`config.mk`:
```
export PLATFORM = sky130hd
export DESIGN_NAME = alu_multicycle_exec_flat
export DESIGN_NICKNAME = d
export VERILOG_FILES = /design/src/rtl/alu_multicycle_exec_if.sv /design/src/rtl/alu_multicycle_exec.sv /design/src/flat_wrapper.sv
export SDC_FILE = /design/constraint.sdc
export NUM_CORES = 1
export LEC_CHECK = 0
export CORE_ASPECT_RATIO = 1.5
export CORE_MARGIN = 3
export CORE_UTILIZATION = 45
export CTS_CLUSTER_DIAMETER = 60
export DETAILED_ROUTE_END_ITERATION = 10
export PLACE_DENSITY = 0.68
export RECOVER_POWER = 50
export SYNTH_ARGS = -nofsm -noshare
export SYNTH_HDL_FRONTEND = slang
export SYNTH_SLANG_ARGS = --single-unit
```
`constraint.sdc`:
```
create_clock -name clk -period 4.1 [get_ports clk]
set_clock_uncertainty 0.15 [all_clocks]
set_input_delay 0.82 -clock clk [delete_from_list [all_inputs] [get_ports clk]]
set_output_delay 0.82 -clock clk [all_outputs]
set_load 0.01 [all_outputs]
```
`src/rtl/alu_multicycle_exec_if.sv`:
```
// rtl/alu_multicycle_exec_if.sv - valid/ready operand and result bundle for the execute ALU
interface alu_multicycle_exec_if #(
    parameter int XLEN = 32
);
    logic            in_valid;
    logic            in_ready;
    logic [3:0]      alu_op;
    logic [XLEN-1:0] a;
    logic [XLEN-1:0] b;
    logic            out_valid;
    logic            out_ready;
    logic [XLEN-1:0] result;
    logic            zero;

    modport master (
        output in_valid, alu_op, a, b, out_ready,
        input  in_ready, out_valid, result, zero
    );

    modport slave (
        input  in_valid, alu_op, a, b, out_ready,
        output in_ready, out_valid, result, zero
    );
endinterface

```
`src/rtl/alu_multicycle_exec.sv`:
```
// rtl/alu_multicycle_exec.sv - execute-stage ALU, single-cycle arith/logic, iterative shifts
module alu_multicycle_exec #(
    parameter int XLEN       = 32,
    parameter int SHIFT_STEP = 1
) (
    input  logic                 clk,
    input  logic                 reset,
    alu_multicycle_exec_if.slave bus
);
    localparam logic [3:0] OP_SUB  = 4'b0001;
    localparam logic [3:0] OP_SLL  = 4'b0100;
    localparam logic [3:0] OP_SRL  = 4'b0110;
    localparam logic [3:0] OP_SRA  = 4'b0111;
    localparam logic [3:0] OP_AND  = 4'b1001;
    localparam logic [3:0] OP_OR   = 4'b1010;
    localparam logic [3:0] OP_XOR  = 4'b1011;
    localparam logic [3:0] OP_SLTU = 4'b1100;
    localparam logic [3:0] OP_SLT  = 4'b1101;
    localparam logic [4:0] STEP    = 5'(SHIFT_STEP);

    typedef enum logic [1:0] {S_IDLE, S_SHIFT, S_DONE} state_t;
    typedef enum logic [1:0] {SH_LL, SH_RL, SH_RA} shkind_t;

    state_t          state_q, state_d;
    shkind_t         kind_q, kind_d;
    logic [XLEN-1:0] result_q, result_d;
    logic [XLEN-1:0] acc_q, acc_d;
    logic [4:0]      rem_q, rem_d;

    logic [4:0]      shamt;
    logic            is_shift;
    shkind_t         in_kind;
    logic [XLEN-1:0] alu_res;
    logic [XLEN-1:0] acc_shifted;
    logic [4:0]      k;

    assign shamt = bus.b[4:0];

    // Shift codes fall through to pass-through here; they only reach this path with shamt==0.
    always_comb begin
        alu_res = bus.a + bus.b;
        case (bus.alu_op)
            OP_SUB:                 alu_res = bus.a - bus.b;
            OP_AND:                 alu_res = bus.a & bus.b;
            OP_OR:                  alu_res = bus.a | bus.b;
            OP_XOR:                 alu_res = bus.a ^ bus.b;
            OP_SLTU:                alu_res = {{(XLEN-1){1'b0}}, bus.a < bus.b};
            OP_SLT:                 alu_res = {{(XLEN-1){1'b0}}, $signed(bus.a) < $signed(bus.b)};
            OP_SLL, OP_SRL, OP_SRA: alu_res = bus.a;
            default:                ;
        endcase
    end

    always_comb begin
        is_shift = 1'b1;
        in_kind  = SH_LL;
        case (bus.alu_op)
            OP_SLL:  in_kind = SH_LL;
            OP_SRL:  in_kind = SH_RL;
            OP_SRA:  in_kind = SH_RA;
            default: is_shift = 1'b0;
        endcase
    end

    assign k = (rem_q < STEP) ? rem_q : STEP;

    always_comb begin
        case (kind_q)
            SH_RL:   acc_shifted = acc_q >> k;
            SH_RA:   acc_shifted = $signed(acc_q) >>> k;
            default: acc_shifted = acc_q << k;
        endcase
    end

    always_comb begin
        state_d  = state_q;
        kind_d   = kind_q;
        result_d = result_q;
        acc_d    = acc_q;
        rem_d    = rem_q;
        case (state_q)
            S_IDLE: begin
                if (bus.in_valid) begin
                    if (is_shift && shamt != 5'd0) begin
                        acc_d   = bus.a;
                        rem_d   = shamt;
                        kind_d  = in_kind;
                        state_d = S_SHIFT;
                    end else begin
                        result_d = alu_res;
                        state_d  = S_DONE;
                    end
                end
            end
            S_SHIFT: begin
                acc_d = acc_shifted;
                rem_d = rem_q - k;
                if (rem_q == k) begin
                    result_d = acc_shifted;
                    state_d  = S_DONE;
                end
            end
            S_DONE: begin
                if (bus.out_ready) begin
                    state_d = S_IDLE;
                end
            end
            default: state_d = S_IDLE;
        endcase
    end

    always_ff @(posedge clk) begin
        if (reset) begin
            state_q  <= S_IDLE;
            kind_q   <= SH_LL;
            result_q <= '0;
            acc_q    <= '0;
            rem_q    <= '0;
        end else begin
            state_q  <= state_d;
            kind_q   <= kind_d;
            result_q <= result_d;
            acc_q    <= acc_d;
            rem_q    <= rem_d;
        end
    end

    assign bus.in_ready  = (state_q == S_IDLE);
    assign bus.out_valid = (state_q == S_DONE);
    assign bus.result    = result_q;
    assign bus.zero      = (result_q == '0);
endmodule
```
`src/flat_wrapper.sv`:
```
// flat-port wrapper written by rule: the top's interface ports become plain ports
module alu_multicycle_exec_flat 
#(
    parameter int XLEN       = 32,
    parameter int SHIFT_STEP = 1
)
  (clk, reset, bus_in_valid, bus_alu_op, bus_a, bus_b, bus_out_ready, bus_in_ready, bus_out_valid, bus_result, bus_zero);
  alu_multicycle_exec_if #(.XLEN(XLEN)) bus_i ();
  input  logic clk;
  input  logic reset;
  input wire logic [$bits(bus_i.in_valid)-1:0] bus_in_valid;
  input wire logic [$bits(bus_i.alu_op)-1:0] bus_alu_op;
  input wire logic [$bits(bus_i.a)-1:0] bus_a;
  input wire logic [$bits(bus_i.b)-1:0] bus_b;
  input wire logic [$bits(bus_i.out_ready)-1:0] bus_out_ready;
  output wire logic [$bits(bus_i.in_ready)-1:0] bus_in_ready;
  output wire logic [$bits(bus_i.out_valid)-1:0] bus_out_valid;
  output wire logic [$bits(bus_i.result)-1:0] bus_result;
  output wire logic [$bits(bus_i.zero)-1:0] bus_zero;
  assign bus_i.in_valid = bus_in_valid;
  assign bus_i.alu_op = bus_alu_op;
  assign bus_i.a = bus_a;
  assign bus_i.b = bus_b;
  assign bus_i.out_ready = bus_out_ready;
  assign bus_in_ready = bus_i.in_ready;
  assign bus_out_valid = bus_i.out_valid;
  assign bus_result = bus_i.result;
  assign bus_zero = bus_i.zero;
  alu_multicycle_exec #(.XLEN(XLEN), .SHIFT_STEP(SHIFT_STEP)) u_core (.clk(clk), .reset(reset), .bus(bus_i));
endmodule
```
# --- Word-level counts from Yosys, hierarchy flattened ---
# Cells that the tools add are included.
classes:
  n_eq_ne: 19
  n_lt_le_gt_ge: 3
  n_addsub: 3
  n_bitwise: 3
  mux: 20
  reduce_logical: 10
  shift: 3
ops:
  columns: ["op", "n"]
  rows:
  - ["case mux 32 bit (7 select lines)", 1]
  - ["case mux 32 bit (2 select lines)", 3]
  - ["two-way mux 32 bit", 5]
  - ["< comparator 32 bit", 2]
  - ["adder 32 bit", 1]
  - ["bitwise AND 32 bit", 1]
  - ["logical NOT 32 bit", 1]
  - ["OR 32 bit", 1]
  - ["<< shifter 32 x 5 -> 32 bit", 1]
  - [">> shifter 32 x 5 -> 32 bit", 1]
  - [">>> shifter 32 x 5 -> 32 bit", 1]
  - ["subtractor 32 bit", 1]
  - ["bitwise XOR 32 bit", 1]
  - ["equality test 4 bit, second input constant", 5]
  - ["two-way mux 5 bit", 3]
  - ["equality test 4 x 3 -> 1 bit, second input constant", 3]
  - ["case mux 5 bit (2 select lines)", 1]
  - ["AND reduction 3 bit", 3]
  - ["two-way mux 2 bit", 4]
  - ["!= test 2 bit, second input constant", 3]
  - ["case mux 2 bit (3 select lines)", 1]
  - ["equality test 5 bit", 1]
  - ["< comparator 5 x 1 -> 1 bit, second input constant", 1]
  - ["nonzero test 5 bit", 1]
  - ["other kinds (12)", 15]
totals:
  input_bits: 72
  register_bits: 73
  elab_cells: 66
  out_inout_bits: 35

# --- Longest topological paths before layout ---
depth:
  word_depth: 7
  depth_mapped: 14
  mapped_depth_nobuf: 14

# --- Least setup slack after synthesis ---
# OpenSTA, ideal clock, no wires.
synth_timing:
  path_type: "in2reg"
  from: "input port bus_a[0]"
  to: "register u_core.result_q[26] (netlist: u_core.bus.result[26])"
  t_required_ps: 3884
  stages: 14
  setup_time_ps: 66
  n_path_buf: 0
  path_slack_ps: 698
  arrival_ps: 3185
  path_cell_list: "inv_1 -> ha_1 -> inv_1 -> fa_1 -> nor2b_2 -> o211ai_2 -> a2111oi_4 -> o21ai_2 -> o21a_1 -> o311a_1 -> o31a_1 -> o22ai_2 -> a221oi_2 -> a21oi_2"
synth_between:
  elab_chain_len: 5
  word_cells_on_any_way: 6
  cone_classes: "add/sub: 2; mux: 4"
synth_rtl:
  columns: ["element", "line_no", "source"]
  rows:
  - ["start: declaration", "flat_wrapper.sv:13", "input wire logic [$bits(bus_i.a)-1:0] bus_a;"]
  - ["adder 32 bit or subtractor 32 bit (tied branches)", "alu_multicycle_exec.sv:41, alu_multicycle_exec.sv:43", null]
  - ["case mux 32 bit (7 select lines) (*)", "alu_multicycle_exec.sv:42", "case (bus.alu_op)"]
  - ["two-way mux 32 bit (*)", "alu_multicycle_exec.sv:84", "if (is_shift && shamt != 5'd0) begin"]
  - ["two-way mux 32 bit (*)", "alu_multicycle_exec.sv:83", "if (bus.in_valid) begin"]
  - ["case mux 32 bit (2 select lines) (*)", "alu_multicycle_exec.sv:81", "case (state_q)"]
  - ["end signal: assignment", "alu_multicycle_exec.sv:122", "result_q <= result_d;"]
  - ["end: declaration", "alu_multicycle_exec.sv:26", "logic [XLEN-1:0] result_q, result_d;"]
# Mark *: on every way between the ends. The rest lies on a longest branch, timed or not. The select of a mux whose other input is x is not followed.
# A chain may end at the register's enable or synchronous reset.

# --- Final worst setup path ---
layout_timing:
  from: "input port bus_b[4]"
  to: "register u_core.result_q[26] (netlist: u_core.bus.result[26])"
layout_between:
  elab_chain_len: 5
  word_cells_on_any_way: 10
  cone_classes: "add/sub: 2; eq/ne: 1; mux: 4; reduce/logical: 3"
layout_rtl:
  columns: ["element", "line_no", "source"]
  rows:
  - ["start: declaration", "flat_wrapper.sv:14", "input wire logic [$bits(bus_i.b)-1:0] bus_b;"]
  - ["adder 32 bit or subtractor 32 bit (tied branches)", "alu_multicycle_exec.sv:41, alu_multicycle_exec.sv:43", null]
  - ["case mux 32 bit (7 select lines)", "alu_multicycle_exec.sv:42", null]
  - ["two-way mux 32 bit", "alu_multicycle_exec.sv:84", null]
  - ["two-way mux 32 bit", "alu_multicycle_exec.sv:83", null]
  - ["case mux 32 bit (2 select lines)", "alu_multicycle_exec.sv:81", null]
# Several ways; a longest one is shown, not always the timed one. The select of a mux whose other input is x is not followed.

==> results.yml <==
placement:
  port-buffer-count: 106
  place_congestion: 0.982
  dpl_cell_area_um2: 11400
  dpl.cell_count: 1716
  dp_hpwl_um: 28600
  pre_cts_ws_ns: -0.206
sta:
  max_clock_freq_ghz: 0.253
  rsz0062_at_grt: "yes"
  drv_slew: 0
  fin_ws_ns: 0.148
  layout_min_cycle_time_ns: 3.95
  setup_viol: 0
  worst_slew_pin_slew_ns: 0.900
  max_slew_margin: 0.400
  fin_crit_sh: 0.964
  hold_viol_final: 0
global_route:
  gr-total-overflow: 0
  grt_pass1_wl_um: 58200
  grt_pass1_vias: 10500
  gr-usage-all-layers: 0.334
  antenna_found_initial: 0
  grt_start_max_net_pins: 63
cts:
  cts_tree: "built"
  clock_latency_ns: 0.36
  cts_buffer_depth: 2
  h-tree-depth: 3
  cts_sinks: 73
  ctsResizeCount: 0
  cts_made_buffers: 9
  cts_hold_buf: 0
  cts_root_buf: "clkbuf_16"
  path_clk_slew_ns: 0.07
  postCtsSetupBuffers: 0
layout:
  final_util: 0.591
  fin_area_um2: 11700
  area.growth.synth_to_final_pct: 28.9
  diodes: 0
  fillers: 1902
  multiInputGateArea_um2: 6860
  fin_cells: 1732
  regArea_um2: 1460
  layout-drive-gt1-share: 0.156
  nNetsFinal: 1640
hold_path:
  hold_depth: 2
  min_from: "u_core.kind_q[1]$_SDFFE_PP0P_"
  whs_endpoint: "u_core.kind_q[1]$_SDFFE_PP0P_"
  hp-class: "reg2reg"
synthesis:
  synth_common_cells: "136 x o21ai_0, 114 x nor2_1, 101 x a21oi_1, 101 x inv_1, 99 x ha_1"
  synth_warnings: 0
  synth_edf_count: 0
  syn-num-nets: 1451
  netlist.area_leader.share: 0.161
  synth.avg_cell_area_um2: 7.10
  synth_area_leader_cell: "dfxtp_1"
  async_flop_share: 0
  ys_top_cells_by_area: "dfxtp_1 16%, ha_1 14%, o21ai_0 7.5%"
  synth_ff_type: "dfxtp_1"
  synth_seq_cells: 73
  yosysUniqueCellTypes: 87
  yosysMostFrequentCell: "o21ai_0"
  ys_seq_area_frac: 0.161
  syn_inst: 1278
  syn_area_um2: 9080
setup_path:
  rrSetupSlack_ns: 0.92
  cp_slowest_cell: "clkdlybuf4s50_1"
  r2r_cells: 12
  rr_endpoint: "u_core.bus.result[9]$_SDFFE_PP0P_"
  worstPathArrival_ns: 4.09
  worstPathMaxFanout: 7
  worst_setup_path_start_kind: "input port"
  slowest_delay_ns: 0.50
  worstPathRequired_ns: 4.24
  worst-setup-path-type: "in2reg"
  worstReg2RegStart: "u_core.rem_q[1]$_SDFFE_PP0P_"
  crit_chain: "clkdlybuf4s50_1 -> inv_1 -> ha_1 -> buf_4 -> nor2_2 -> o211ai_2 -> a2111oi_4 -> o21ai_2 -> o21a_1 -> o311a_1 -> o31a_1 -> o22ai_2 -> a221oi_2 -> a21oi_2"
  end_kind: "flip-flop"
pwr:
  power.total_mw: 3.18
  p_clk_frac: 0.283
  comb_power_share: 0.453
  p_int_mw: 1.93
  power_density_nw_per_um2: 272
  p_leak_nw: 4.98
  seq_power_share: 0.264
  switching_share: 0.392
  power_switching_mw: 1.25
  vdd.ir_drop.worst_mv: 0.177
drt:
  viasPerCell: 6.39
  dr_total_vias: 11100
  ant_nets: 0
  drcViolationCount: 0
  first_iter_violations: 1257
  first_pass_iters: 7
  drt_wl_total_um: 37400
  avgRoutedWirePerCell_um: 21.6
floorplanning:
  die_w_um: 122
  pin_count: 107
  initial_core_util: 0.459
  core_um2: 19800
  die_area_um2: 22000
  fp-row-count: 63
  dieHeight_um: 180
status:
  outcome: "finished, final reports clean"
run:
  maxCapViolations: 0
[layer usage]
metal | vias to the layer above | part of all wire | wire length, µm | GRT usage
li1 | 5142 | - | - | -
met1 | 5187 | 0.40 | 14900 | 0.430
met2 | 591 | 0.46 | 17300 | 0.541
met3 | 140 | 0.080 | 2980 | 0.0397
met4 | 0 | 0.059 | 2190 | 0.180
met5 | - | 0 | 0 | 0
[how the worst max path moves through the flow]
stage	endpoint	slack [ns]	depth (start not counted)	from
after global placement	u_core.bus.result[24]$_SDFFE_PP0P_	-0.19	15	bus_b[1]
after global routing	u_core.bus.result[17]$_SDFFE_PP0P_	-0.0005	14	bus_b[4]
final	u_core.bus.result[26]$_SDFFE_PP0P_	0.15	14	bus_b[4]
after detailed placement	u_core.bus.result[24]$_SDFFE_PP0P_	-0.21	15	bus_b[1]
after floorplan	u_core.bus.result[26]$_SDFFE_PP0P_	0.70	14	bus_a[0]
after CTS	u_core.bus.result[18]$_SDFFE_PP0P_	0.13	13	bus_b[1]
[critical path: cells and delay by family]
kind	cells	cell delay (ns)
AO/OA/AOI/OAI	9	2.02
AND/OR/NAND/NOR	1	0.10
buffers and inverters	3	0.76
adder cells (fa/ha/maj)	1	0.39
[final cells by class]
cell class	count	share of cell area
clock buffer	9	0.0192
timing repair buffer	277	0.200
clock inverter	7	0.00866
tap	260	0.0278
inverter	103	0.0330
sequential	73	0.125
multi-input combinational	1003	0.586
[power by group through the flow]
stage,Sequential (mW),Combinational (mW),Clock (mW)
floorplan,0.846,0.785,0
global placement,0.854,1.41,0
detailed placement,0.854,1.42,0
CTS,0.838,1.43,0.901
global route,0.847,1.55,0.924
finish,0.841,1.44,0.899
[metrics by stage]
| stage | setup TNS (ns) | hold slack [ns] |
|---|---|---|
| 2_1_floorplan | 0 | 0.299 |
| 3_3_place_gp | -1.36 | 0.312 |
| 3_5_place_dp | -1.75 | 0.327 |
| 4_1_cts | 0 | 0.335 |
| 5_1_grt | -0.000503 | 0.364 |
| 6_report | 0 | 0.332 |
[sequential cells by signal, summed over array words and instances (netlist names)]
| name | count |
|---|---|
| u_core.acc_q | 32 |
| u_core.bus.result | 32 |
| u_core.kind_q | 2 |
| u_core.rem_q | 5 |
| u_core.state_q | 2 |
[placed cells by master (no fill, tap or decap), drive strengths merged, types with 20 or more instances in the layout]
| cell | Yosys | final |
|---|---|---|
| a21o | 36 | 36 |
| nand2 | 70 | 70 |
| buf | 24 | 170 |
| dlygate4sd3 | 0 | 35 |
| ha | 99 | 99 |
| clkdlybuf4s50 | 0 | 70 |
| a211oi | 34 | 34 |
| o21ai | 145 | 145 |
| nor3 | 32 | 32 |
| dfxtp | 73 | 73 |
| o211ai | 20 | 20 |
| a31oi | 21 | 21 |
| a22oi | 23 | 23 |
| o221ai | 37 | 37 |
| nor2 | 115 | 115 |
| inv | 103 | 105 |
| a21oi | 105 | 105 |
[kinds of logic after synthesis]
family	share of synthesized area
DFF	0.161
buffers and inverters	0.0874
muxes	0.00331
and+or+nand+nor	0.183
adders and majority gates	0.141
xor gates and xnor gates	0.0174
AOI/OAI and AO/OA	0.407
Note: power is estimated with default switching activity, not from simulation.
